<file path="config.mk">
export PLATFORM = sky130hd
export DESIGN_NAME = sync_fifo_param
export DESIGN_NICKNAME = d
export VERILOG_FILES = /design/src/rtl/fifo_pkg.sv /design/src/rtl/fifo_ram_2p.sv /design/src/rtl/sync_fifo_param.sv
export SDC_FILE = /design/constraint.sdc
export NUM_CORES = 1
export LEC_CHECK = 0
export CORE_MARGIN = 5
export CORE_UTILIZATION = 64
export CTS_CLUSTER_SIZE = 8
export DETAILED_ROUTE_END_ITERATION = 16
export PLACE_DENSITY_LB_ADDON = 0.05
export REMOVE_ABC_BUFFERS = 1
export SLEW_MARGIN = 0
export SYNTH_ARGS = -nofsm -noshare
export SYNTH_HDL_FRONTEND = slang
export SYNTH_SLANG_ARGS = --single-unit
</file>
<file path="constraint.sdc">
create_clock -name clk -period 4.44 [get_ports clk]
set_input_delay 0.888 -clock clk [delete_from_list [all_inputs] [get_ports clk]]
set_output_delay 0.888 -clock clk [all_outputs]
set_load 0.03 [all_outputs]
</file>
<file path="src/rtl/fifo_pkg.sv">
// Shared definitions for the FIFO family: default geometry, a log2 helper and
// parameter sanity functions used at elaboration.
package fifo_pkg;

  localparam int DEF_DATA_W = 8;
  localparam int DEF_DEPTH  = 16;

  // Ceiling log2; returns at least 1 so a pointer always has one bit.
  function automatic int clog2(input int n);
    int r;
    r = 0;
    while ((1 << r) < n) r++;
    return (r < 1) ? 1 : r;
  endfunction

  function automatic bit is_pow2(input int n);
    return (n > 0) && ((n & (n - 1)) == 0);
  endfunction

  function automatic bit cfg_ok(input int data_w, input int depth,
                                input int af_level, input int ae_level);
    return (data_w >= 1) && (depth >= 4) && is_pow2(depth) &&
           (af_level >= 1) && (af_level <= depth) &&
           (ae_level >= 0) && (ae_level <= depth - 1);
  endfunction

endpackage

</file>
<file path="src/rtl/fifo_ram_2p.sv">
// Two-port storage for the FIFO: one write port and one read port that is either
// registered (data after the pop edge) or a fall-through view of the head entry.
module fifo_ram_2p
  import fifo_pkg::*;
#(
  parameter int DATA_W = DEF_DATA_W,
  parameter int DEPTH  = DEF_DEPTH,
  parameter int FWFT   = 0,
  localparam int AW    = clog2(DEPTH)
) (
  input  logic              clk,
  input  logic              rst_n,
  input  logic              wr_en,
  input  logic [AW-1:0]     wr_addr,
  input  logic [DATA_W-1:0] wr_data,
  input  logic              rd_en,
  input  logic [AW-1:0]     rd_addr,
  input  logic              show_head,
  output logic [DATA_W-1:0] rd_data
);

  logic [DATA_W-1:0] mem [DEPTH];

  // Storage is deliberately not reset; only the pointers define valid contents.
  always_ff @(posedge clk) begin
    if (wr_en) mem[wr_addr] <= wr_data;
  end

  if (FWFT == 0) begin : g_reg_read
    logic [DATA_W-1:0] rd_q;

    always_ff @(posedge clk or negedge rst_n) begin
      if (!rst_n) begin
        rd_q <= '0;
      end else if (rd_en && show_head) begin
        rd_q <= mem[rd_addr];
      end
    end

    assign rd_data = rd_q;
  end else begin : g_fwft_read
    logic [DATA_W-1:0] last_q;

    // Remembers the most recently popped word so the output stays stable while empty.
    always_ff @(posedge clk or negedge rst_n) begin
      if (!rst_n) begin
        last_q <= '0;
      end else if (rd_en && show_head) begin
        last_q <= mem[rd_addr];
      end
    end

    assign rd_data = show_head ? mem[rd_addr] : last_q;
  end

endmodule

</file>
<file path="src/rtl/sync_fifo_param.sv">
// Parametrised single-clock elastic buffer: pointers, occupancy count, level flags
// and registered overflow/underflow pulses around a two-port storage array.
module sync_fifo_param
  import fifo_pkg::*;
#(
  parameter int DATA_W   = DEF_DATA_W,
  parameter int DEPTH    = DEF_DEPTH,
  parameter int AF_LEVEL = 14,
  parameter int AE_LEVEL = 2,
  parameter int FWFT     = 0,
  localparam int AW      = clog2(DEPTH)
) (
  input  logic              clk,
  input  logic              rst_n,
  input  logic              wr_en,
  input  logic [DATA_W-1:0] data_in,
  input  logic              rd_en,
  output logic [DATA_W-1:0] data_out,
  output logic              full,
  output logic              empty,
  output logic              almost_full,
  output logic              almost_empty,
  output logic [AW:0]       count,
  output logic              overflow,
  output logic              underflow
);

  if (!cfg_ok(DATA_W, DEPTH, AF_LEVEL, AE_LEVEL)) begin : g_cfg_check
    $error("sync_fifo_param: DEPTH must be a power of two >= 4 and thresholds in range");
  end

  localparam logic [AW:0] DEPTH_C = (AW + 1)'(DEPTH);
  localparam logic [AW:0] AF_C    = (AW + 1)'(AF_LEVEL);
  localparam logic [AW:0] AE_C    = (AW + 1)'(AE_LEVEL);

  logic [AW-1:0] wr_ptr;
  logic [AW-1:0] rd_ptr;
  logic          rd_acc;
  logic          wr_acc;

  // A write into a full FIFO is allowed when a read frees a slot on the same edge.
  assign rd_acc = rd_en & ~empty;
  assign wr_acc = wr_en & (~full | rd_acc);

  assign full         = (count == DEPTH_C);
  assign empty        = (count == '0);
  assign almost_full  = (count >= AF_C);
  assign almost_empty = (count <= AE_C);

  always_ff @(posedge clk or negedge rst_n) begin
    if (!rst_n) begin
      wr_ptr    <= '0;
      rd_ptr    <= '0;
      count     <= '0;
      overflow  <= 1'b0;
      underflow <= 1'b0;
    end else begin
      if (wr_acc) wr_ptr <= wr_ptr + 1'b1;
      if (rd_acc) rd_ptr <= rd_ptr + 1'b1;
      count     <= count + {{AW{1'b0}}, wr_acc} - {{AW{1'b0}}, rd_acc};
      overflow  <= wr_en & ~wr_acc;
      underflow <= rd_en & ~rd_acc;
    end
  end

  fifo_ram_2p #(
    .DATA_W (DATA_W),
    .DEPTH  (DEPTH),
    .FWFT   (FWFT)
  ) u_ram (
    .clk       (clk),
    .rst_n     (rst_n),
    .wr_en     (wr_acc),
    .wr_addr   (wr_ptr),
    .wr_data   (data_in),
    .rd_en     (rd_acc),
    .rd_addr   (rd_ptr),
    .show_head (~empty),
    .rd_data   (data_out)
  );

endmodule
</file>
## Word level (Yosys, flattened, before mapping)

Memory sizes are Yosys's and may differ from the RTL's. A register that Yosys moved wholly into a read port is not among the register bits.
Cells that the tools add are included.

- Register bits: 15
- Bits in writable memories: 128
- Input bits: 12
- Output and inout bits: 19
- Memories kept: 1

Memories:

| memory | depth | bits a word | read ports | clocked after Yosys merged registers in | write ports | line | source |
|---|---|---|---|---|---|---|---|
| u_ram.mem | 16 | 8 | 1 | 1 | 1 | fifo_ram_2p.sv:22 | `logic [DATA_W-1:0] mem [DEPTH];` |

- Add/subtract/negate cells: 4
- $lt $le $gt $ge: 2
- Equal/unequal tests: 1
- Muxes and demuxes: 2
- Bitwise operators: 9
- Reduce and logical (&&, ||, !) cells: 3

Operators with widths:

| cell | count |
|---|---|
| 4-bit by 1-bit adder with 4-bit output (second input constant) | 2 |
| 5-bit by 1-bit adder with 5-bit output | 1 |
| 5-bit == test (second input constant) | 1 |
| 5-bit by 4-bit greater-or-equal comparator with 1-bit output (second input constant) | 1 |
| 5-bit by 2-bit <= comparator with 1-bit output (second input constant) | 1 |
| 5-bit logical NOT | 1 |
| 5-bit by 1-bit subtractor with 5-bit output | 1 |
| 1-bit AND | 4 |
| 1-bit inverter | 4 |
| 1-bit 2-to-1 mux | 2 |
| 1-bit logical AND | 1 |
| 1-bit logical NOT | 1 |
| 1-bit OR | 1 |

## Longest topological paths before layout

Gate-level depths: netlist of run 1.

- Word-level depth: 7
- Mapped depth: 11

## Hierarchy

Synthesis of run 1 repeated with hierarchy kept, for this count alone.

- Cells, all modules: 392
- Area total of the unflattened synthesis: 6238.5 um2

Modules (own cells, without submodules):

| module | instances | cells an instance | area an instance (um2) | seq. area each (um2) |
|---|---|---|---|---|
| fifo_ram_2p | 1 | 317 | 5373.9 | 4043.9 |
| sync_fifo_param | 1 | 75 | 864.6 | 375.4 |

## Least setup slack after synthesis of run 1

Ideal clock, no wire load.

- Path type: flip-flop to flip-flop
- Start point: reg count[2]
- End point: reg count[4]
- Data arrival time: 2.577 ns
- Required time: 4.312 ns
- Setup slack: 1.736 ns
- Stages on the path, launching flop included: 12
- Path buffers: 0
- Period minus slack after synthesis: 2.704 ns
- Cells stage by stage: dfrtp_1 inv_1 ha_1 or4b_4 nand2_1 mux2i_1 ha_1 inv_1 fa_1 o21bai_1 a21oi_1 xor2_1

- Word-level cells in the longest chain between the ends: 7
- Elaborated cells on any way between the ends: 9

RTL lines:

| element | line | source |
|---|---|---|
| start, declared | sync_fifo_param.sv:23 | `output logic [AW:0] count,` |
| start signal, assigned | sync_fifo_param.sv:60 | `count <= count + {{AW{1'b0}}, wr_acc} - {{AW{1'b0}}, rd_acc};` |
| 5-bit logical NOT | sync_fifo_param.sv:46 | `assign empty = (count == '0);` |
| 1-bit inverter | sync_fifo_param.sv:42 | `assign rd_acc = rd_en & ~empty;` |
| 1-bit AND | sync_fifo_param.sv:42 |  |
| 1-bit OR | sync_fifo_param.sv:43 | `assign wr_acc = wr_en & (~full \| rd_acc);` |
| 1-bit AND | sync_fifo_param.sv:43 |  |
| 5-bit by 1-bit adder with 5-bit output | sync_fifo_param.sv:60 |  |
| 5-bit by 1-bit subtractor with 5-bit output * | sync_fifo_param.sv:60 |  |

Every way passes the cells marked *; elsewhere a longest branch is shown, timed or not.
A chain may end at the register's enable or synchronous reset.

## Final worst setup path of run 1

- Start point: reg count[2]
- End point: out empty

- Word-level cells in the longest chain between the ends: 1

RTL lines:

| element | line | source |
|---|---|---|
| 5-bit logical NOT | sync_fifo_param.sv:46 |  |
| end, declared | sync_fifo_param.sv:20 | `output logic empty,` |

No other way between the ends.

==> results of run 1 <==
[metal layers]
metal  share of wire, %  global-route usage (%)
met1                 41                    30.8
met2                 49                    35.5
met4                1.9                    7.21
met3                7.9                    6.39
met5                  0                       0
[layout make-up]
type / instances / area [um^2]
clock buffers: 17 / 414
clock inverters: 13 / 173
fillers: 533 / 2170
inverters: 13 / 48.8
multi-input cells: 138 / 1590
flip-flops and latches: 151 / 4420
well taps: 129 / 161
repair buffers: 37 / 353
[kinds of logic (layout without fill, tap and decap cells)]
family | Yosys count | in the layout
multiplexers | 51 | 51
XOR/XNOR | 9 | 9
AND/OR/NAND/NOR | 33 | 33
AO/OA/AOI/OAI | 29 | 29
adder cells (fa/ha/maj) | 16 | 16
buffers and inverters | 30 | 80
flip-flops | 151 | 151
[state kept, by name (all words and copies together), names as in the netlist]
signal,count
u_ram.mem,128
underflow,1
u_ram.rd_data,8
overflow,1
count,5
rd_ptr,4
wr_ptr,4
[how the worst min path moves through the flow]
stage | end | depth (start not counted)
final | rd_ptr[3] | 1
after CTS | rd_ptr[3] | 1
after global routing | rd_ptr[3] | 1
after detailed placement | rd_ptr[3] | 1
after global placement | rd_ptr[3] | 1
after floorplan | rd_ptr[3] | 1
[report_power, final]
part / leakage, nW / switching, mW / internal, mW
Clock: 0.279 / 0.569 / 0.860
Combinational: 0.815 / 0.739 / 0.684
Sequential: 1.43 / 0.237 / 1.77
Total: 2.53 / 1.55 / 3.31
[stage by stage]
| stage | utilization, % | total power, mW | hold WS (ns) | cells | setup WS (ns) |
|---|---|---|---|---|---|
| finish | 76.7 | 4.85 | 0.485 | 498 | 0.823 |
| global route | 76.7 | 5.09 | 0.512 | 498 | 0.709 |
| CTS | 76.7 | 4.89 | 0.491 | 498 | 0.812 |
| detailed placement | 70.4 | 3.45 | 0.478 | 468 | 1.32 |
| global placement | 70.4 | 3.43 | 0.482 | 468 | 1.39 |
| floorplan | - | 2.92 | 0.456 | 302 | 1.68 |
[cell usage in the layout, fill, tap and decap left out, types with 2 or more instances in the layout]
master and count:
clkbuf_16 16, clkdlybuf4s50_1 30, or3_1 2, clkinvlp_4 3, and3_1 2, bufinv_16 3, o21ai_0 7, xor2_1 3
xnor2_1 6, ha_1 15, nand3_1 3, edfxtp_1 128, o211ai_1 5, nand2_1 3, a21oi_1 3, nand2b_1 2
o221ai_1 8, mux4_2 26, buf_4 7, o21bai_1 2, nor3_1 5, nor2_1 13, o21ai_1 3, inv_1 12
mux4_1 6, mux2i_1 17, inv_6 4, dfrtp_1 22, mux2_2 2
==> impl_metrics.csv, run 1 <==
group,metric,value,unit
logic_synthesis,synthSimpleGateAreaFrac,2.73,%
floorplanning,dieWidth,108,um
critical_path,cp_slowest_cell,"clkdlybuf4s50_1",
sta,setup_viol,0,
power_and_ir_drop,irDropWorstVdd,409,uV
clock_tree,post_cts_buffers,0,
placed_design,place.port_buffers,30,
hold_path,hp-start,"rd_ptr[3]",
logic_synthesis,synth_mux_area_share,15.1,%
logic_synthesis,synth_compound_area_share,3.15,%
hold_path,worstHoldPathType,"flop to flop",
sta,min_period,3.62,ns
logic_synthesis,synthXorXnorAreaFrac,1.27,%
critical_path,startpoint,"count[2]",
drt,vias,3049,
critical_path,crit_required,3.55,ns
floorplanning,dieArea,11700,um^2
floorplanning,rows,35,
run,cap_violations,0,
critical_path,critPathMaxFanout,12,
logic_synthesis,netlist_top_cells_count,"edfxtp_1, mux4_2, dfrtp_1",
critical_path,critPathMaxStageDelay,0.73,ns
critical_path,r2r_cells,11,
clock_tree,h-tree-depth,4,
sta,worst_slew_pin_slew,1.13,ns
logic_synthesis,synth.most_common_cell,"edfxtp_1",
critical_path,crit_type,"flop to primary output",
power_and_ir_drop,power.density,678,nW/um^2
logic_synthesis,ys_warn_count,0,
critical_path,r2r-end,"count[4]",
global_route,grt_usage,22.5,%
power_and_ir_drop,leakage,2.53,nW
logic_synthesis,netlist_area,6190,um^2
drt,viasPerCell,6.12,
global_route,grt_pass1_wl,18500,um
global_route,grt_pass1_vias,3174,
critical_path,crit_top_cell,"inv_1",
clock_tree,cts_resized,0,
critical_path,crit_chain,"inv_1, ha_1, or4b_4, inv_1, clkdlybuf4s50_1",
logic_synthesis,synth_ff_type,"edfxtp_1",
sta,final_max_slew_viol_count,0,
placed_design,gp_congestion,0.841,
critical_path,cp.depth,5,
sta,fin_setup_tns,0,ns
critical_path,endpoint_kind,"primary output",
clock_tree,cts-root-buf,"clkbuf_8",
critical_path,r2r-start,"count[2]",
clock_tree,holdBufCountCts,0,
logic_synthesis,synth_area_leaders,"edfxtp_1, mux4_2, dfrtp_1, ha_1, mux2i_1",
clock_tree,cts_buffer_depth,2,
critical_path,timing.reg2reg.setup_slack,1.66,ns
placed_design,dp_hpwl,7160,um
status,status,"completed",
logic_synthesis,synth_top_family_by_area,"multiplexers",
global_route,grt_start_max_net_pins,35,
finish,stdcell_area,7160,um^2
drt,first_pass_iters,5,
clock_tree,cts_made_buffers,17,
critical_path,critPathTopFamily,"buffers and inverters",
floorplanning,start_util,66.3,%
logic_synthesis,seq_area_frac_synth,71.4,%
logic_synthesis,syn_area_per_cell,19.4,um^2
sta,rsz0062_at_grt,"no",
sta,hold_viol_final,0,
finish,final_layout_size_suffix_gt1_share,18.4,%
sta,finClkSkew,0.00790,ns
floorplanning,core-area,9330,um^2
placed_design,placed_cell_area,6570,um^2
clock_tree,cts_tree,"done",
finish,antennaDiodeCount,0,
logic_synthesis,synth_largest_area_cell,"edfxtp_1",
drt,drt-total-wl,11700,um
global_route,grt_remaining_overflow,0,
logic_synthesis,synth_top_area_share,62.1,%
floorplanning,fp.dieH,108,um
logic_synthesis,ys_types,35,
global_route,antenna_found_initial,0,
critical_path,start_kind,"flop",
sta,max_freq,276,MHz
floorplanning,ios,31,
sta,maxSlewHeadroom,24.8,%
critical_path,endpoint,"empty",
drt,drt_iter0_drc,284,
logic_synthesis,synth_edf_count,128,
critical_path,crit_arrival,2.73,ns
drt,drc_errors,0,
critical_path,path_buf_inv,3,
logic_synthesis,synthArstFlopShare,15.2,%
logic_synthesis,synthCells,319,
logic_synthesis,synthAdderAreaFrac,3.36,%
drt,postRouteAntennaNets,0,
clock_tree,clk_latency,0.52,ns
clock_tree,clk_pin_slew,0.06,ns
clock_tree,cts.sinks,151,
sta,period_share,81.5,%
logic_synthesis,ys_ff_latch,151,
finish,final_nets,386,
drt,wire_per_inst,23.4,um
finish,area_delta_synth_final,15.7,%
(Power assumes the default switching activity.)
==> run 2: changes to the inputs <==
CORE_UTILIZATION = 59   (was 64)
clock period = 3.4 ns   (was 4.44 ns; I/O delays follow)
==> impl_metrics.csv, run 2 (synthesis gave the netlist of run 1 again) <==
group,metric,value,unit
run,cap_violations,0,
power_and_ir_drop,pwr-share-comb,31.1,%
clock_tree,cts.sinks,151,
clock_tree,cts_made_buffers,17,
critical_path,critPathMaxFanout,12,
power_and_ir_drop,power.density,871,nW/um^2
clock_tree,cts-root-buf,"clkbuf_8",
sta,fin_setup_tns,0,ns
critical_path,timing.reg2reg.setup_slack,0.68,ns
clock_tree,clk_pin_slew,0.06,ns
clock_tree,post_cts_buffers,0,
drt,drc_errors,0,
sta,finClkSkew,0.00694,ns
sta,max_freq,320,MHz
sta,hold_viol_final,0,
hold_path,worstHoldPathType,"flop to flop",
power_and_ir_drop,p_sw,1.94,mW
sta,period_share,91.9,%
drt,viasPerCell,5.96,
sta,rsz0062_at_grt,"no",
sta,final_max_slew_viol_count,0,
finish,fillers,660,
floorplanning,dieWidth,112,um
power_and_ir_drop,irDropWorstVdd,536,uV
clock_tree,h-tree-depth,4,
sta,maxSlewHeadroom,59.1,%
global_route,grt_pass1_vias,3306,
placed_design,dp_hpwl,7200,um
sta,min_period,3.12,ns
finish,mostFrequentLayoutCell,"edfxtp_1",
global_route,busiest_layer,"met2",
status,status,"completed",
global_route,grtUsageMet1,25.8,%
global_route,grt_pass1_wl,18400,um
global_route,gr-usage-met3,5.44,%
global_route,met2_usage,32.8,%
floorplanning,rows,37,
drt,wire_per_inst,22.4,um
critical_path,r2r_cells,11,
finish,fin_util,70.8,%
global_route,grt_remaining_overflow,0,
drt,first_pass_iters,4,
floorplanning,core-area,10300,um^2
clock_tree,clk_latency,0.52,ns
hold_path,hp-start,"rd_ptr[3]",
finish,area_delta_synth_final,17.6,%
clock_tree,cts_buffer_depth,2,
finish,largest_reg_flops,128,
clock_tree,holdBufCountCts,0,
critical_path,start_kind,"flop",
hold_path,min_to,"rd_ptr[3]",
floorplanning,ios,31,
power_and_ir_drop,leakage,2.60,nW
critical_path,crit_required,2.72,ns
placed_design,gp_congestion,0.810,
global_route,grt_usage,20.1,%
clock_tree,cts_resized,1,
placed_design,place.port_buffers,30,
power_and_ir_drop,p_sw_share,30.6,%
power_and_ir_drop,seqPwrFrac,39.2,%
sta,worst_slew_pin_slew,0.611,ns
drt,postRouteAntennaNets,0,
floorplanning,start_util,60.2,%
global_route,grt_start_max_net_pins,35,
finish,final_cell_mix,"edfxtp_1, clkdlybuf4s50_1, mux4_2",
finish,largest_register,"u_ram.mem",
drt,drt_iter0_drc,222,
finish,final_layout_size_suffix_gt1_share,20.6,%
floorplanning,dieArea,12600,um^2
finish,antennaDiodeCount,0,
clock_tree,cts_tree,"done",
power_and_ir_drop,intPower,4.40,mW
drt,vias,3093,
drt,drt-total-wl,11600,um
floorplanning,fp.dieH,112,um
critical_path,endpoint_kind,"primary output",
power_and_ir_drop,p_clk_share,29.7,%
critical_path,r2r-end,"count[4]",
power_and_ir_drop,total_power,6.34,mW
critical_path,crit_arrival,2.44,ns
finish,final_nets,399,
critical_path,r2r-start,"count[2]",
critical_path,crit_type,"flop to primary output",
global_route,antenna_found_initial,0,
hold_path,hold_depth,1,
sta,setup_viol,0,
run 2: cell count changes in the layout (fill, tap and decap cells not counted), sizes merged:
cell / delta
clkbuf: +2
clkdlybuf4s50: -1
bufinv: +1
dlygate4sd2: +1
buf: +13
clkinvlp: +3
inv: -5
run 2: cell type report:
type / instances / area [um^2] / share of cell area, %
Clock buffer: 19 / 422 / 5.80
Sequential cell: 151 / 4420 / 60.7
Clock inverter: 12 / 179 / 2.46
Multi-Input combinational cell: 138 / 1590 / 21.8
Tap cell: 136 / 170 / 2.34
Inverter: 13 / 48.8 / 0.671
Timing Repair Buffer: 50 / 449 / 6.17
run 2: layer usage:
layer | up-vias | routed length (um)
met5 | - | 0
met4 | 0 | 217
met3 | 19 | 646
met2 | 95 | 5860
met1 | 1599 | 4870
li1 | 1380 | -
run 2: how the worst max path moves through the flow:
stage	from	to	depth (start not counted)	slack, ns
final	count[2]	empty	5	0.28
after floorplan	count[2]	count[4]	10	0.64
after global routing	count[3]	empty	5	0.15
after detailed placement	rd_en	count[4]	9	0.52
after CTS	count[2]	empty	5	0.23
after global placement	rd_en	count[4]	9	0.54
run 2: stage by stage:
stage / cells / cell area (um^2) / hold slack, ns / setup WS (ns)
floorplan: 302 / 6050 / 0.384 / 0.640
global placement: 488 / 6680 / 0.485 / 0.535
detailed placement: 488 / 6680 / 0.494 / 0.519
CTS: 519 / 7270 / 0.493 / 0.235
global route: 519 / 7270 / 0.525 / 0.145
finish: 519 / 7270 / 0.513 / 0.276
run 2: power by group through the flow:
stage	clock network, mW	registers, mW	logic (mW)
after global routing	2.02	2.52	2.15
after CTS	1.92	2.49	2.01
after detailed placement	0	2.53	1.99
final	1.88	2.48	1.97
after global placement	0	2.51	1.97
after floorplan	0	2.79	1.03
run 2: critical path, cell delays in order (launching register included):
cell and delay [ns]:
dfrtp_1 0.43, inv_1 0.12, ha_1 0.17, or4b_4 0.50, inv_1 0.27, dlygate4sd2_1 0.44
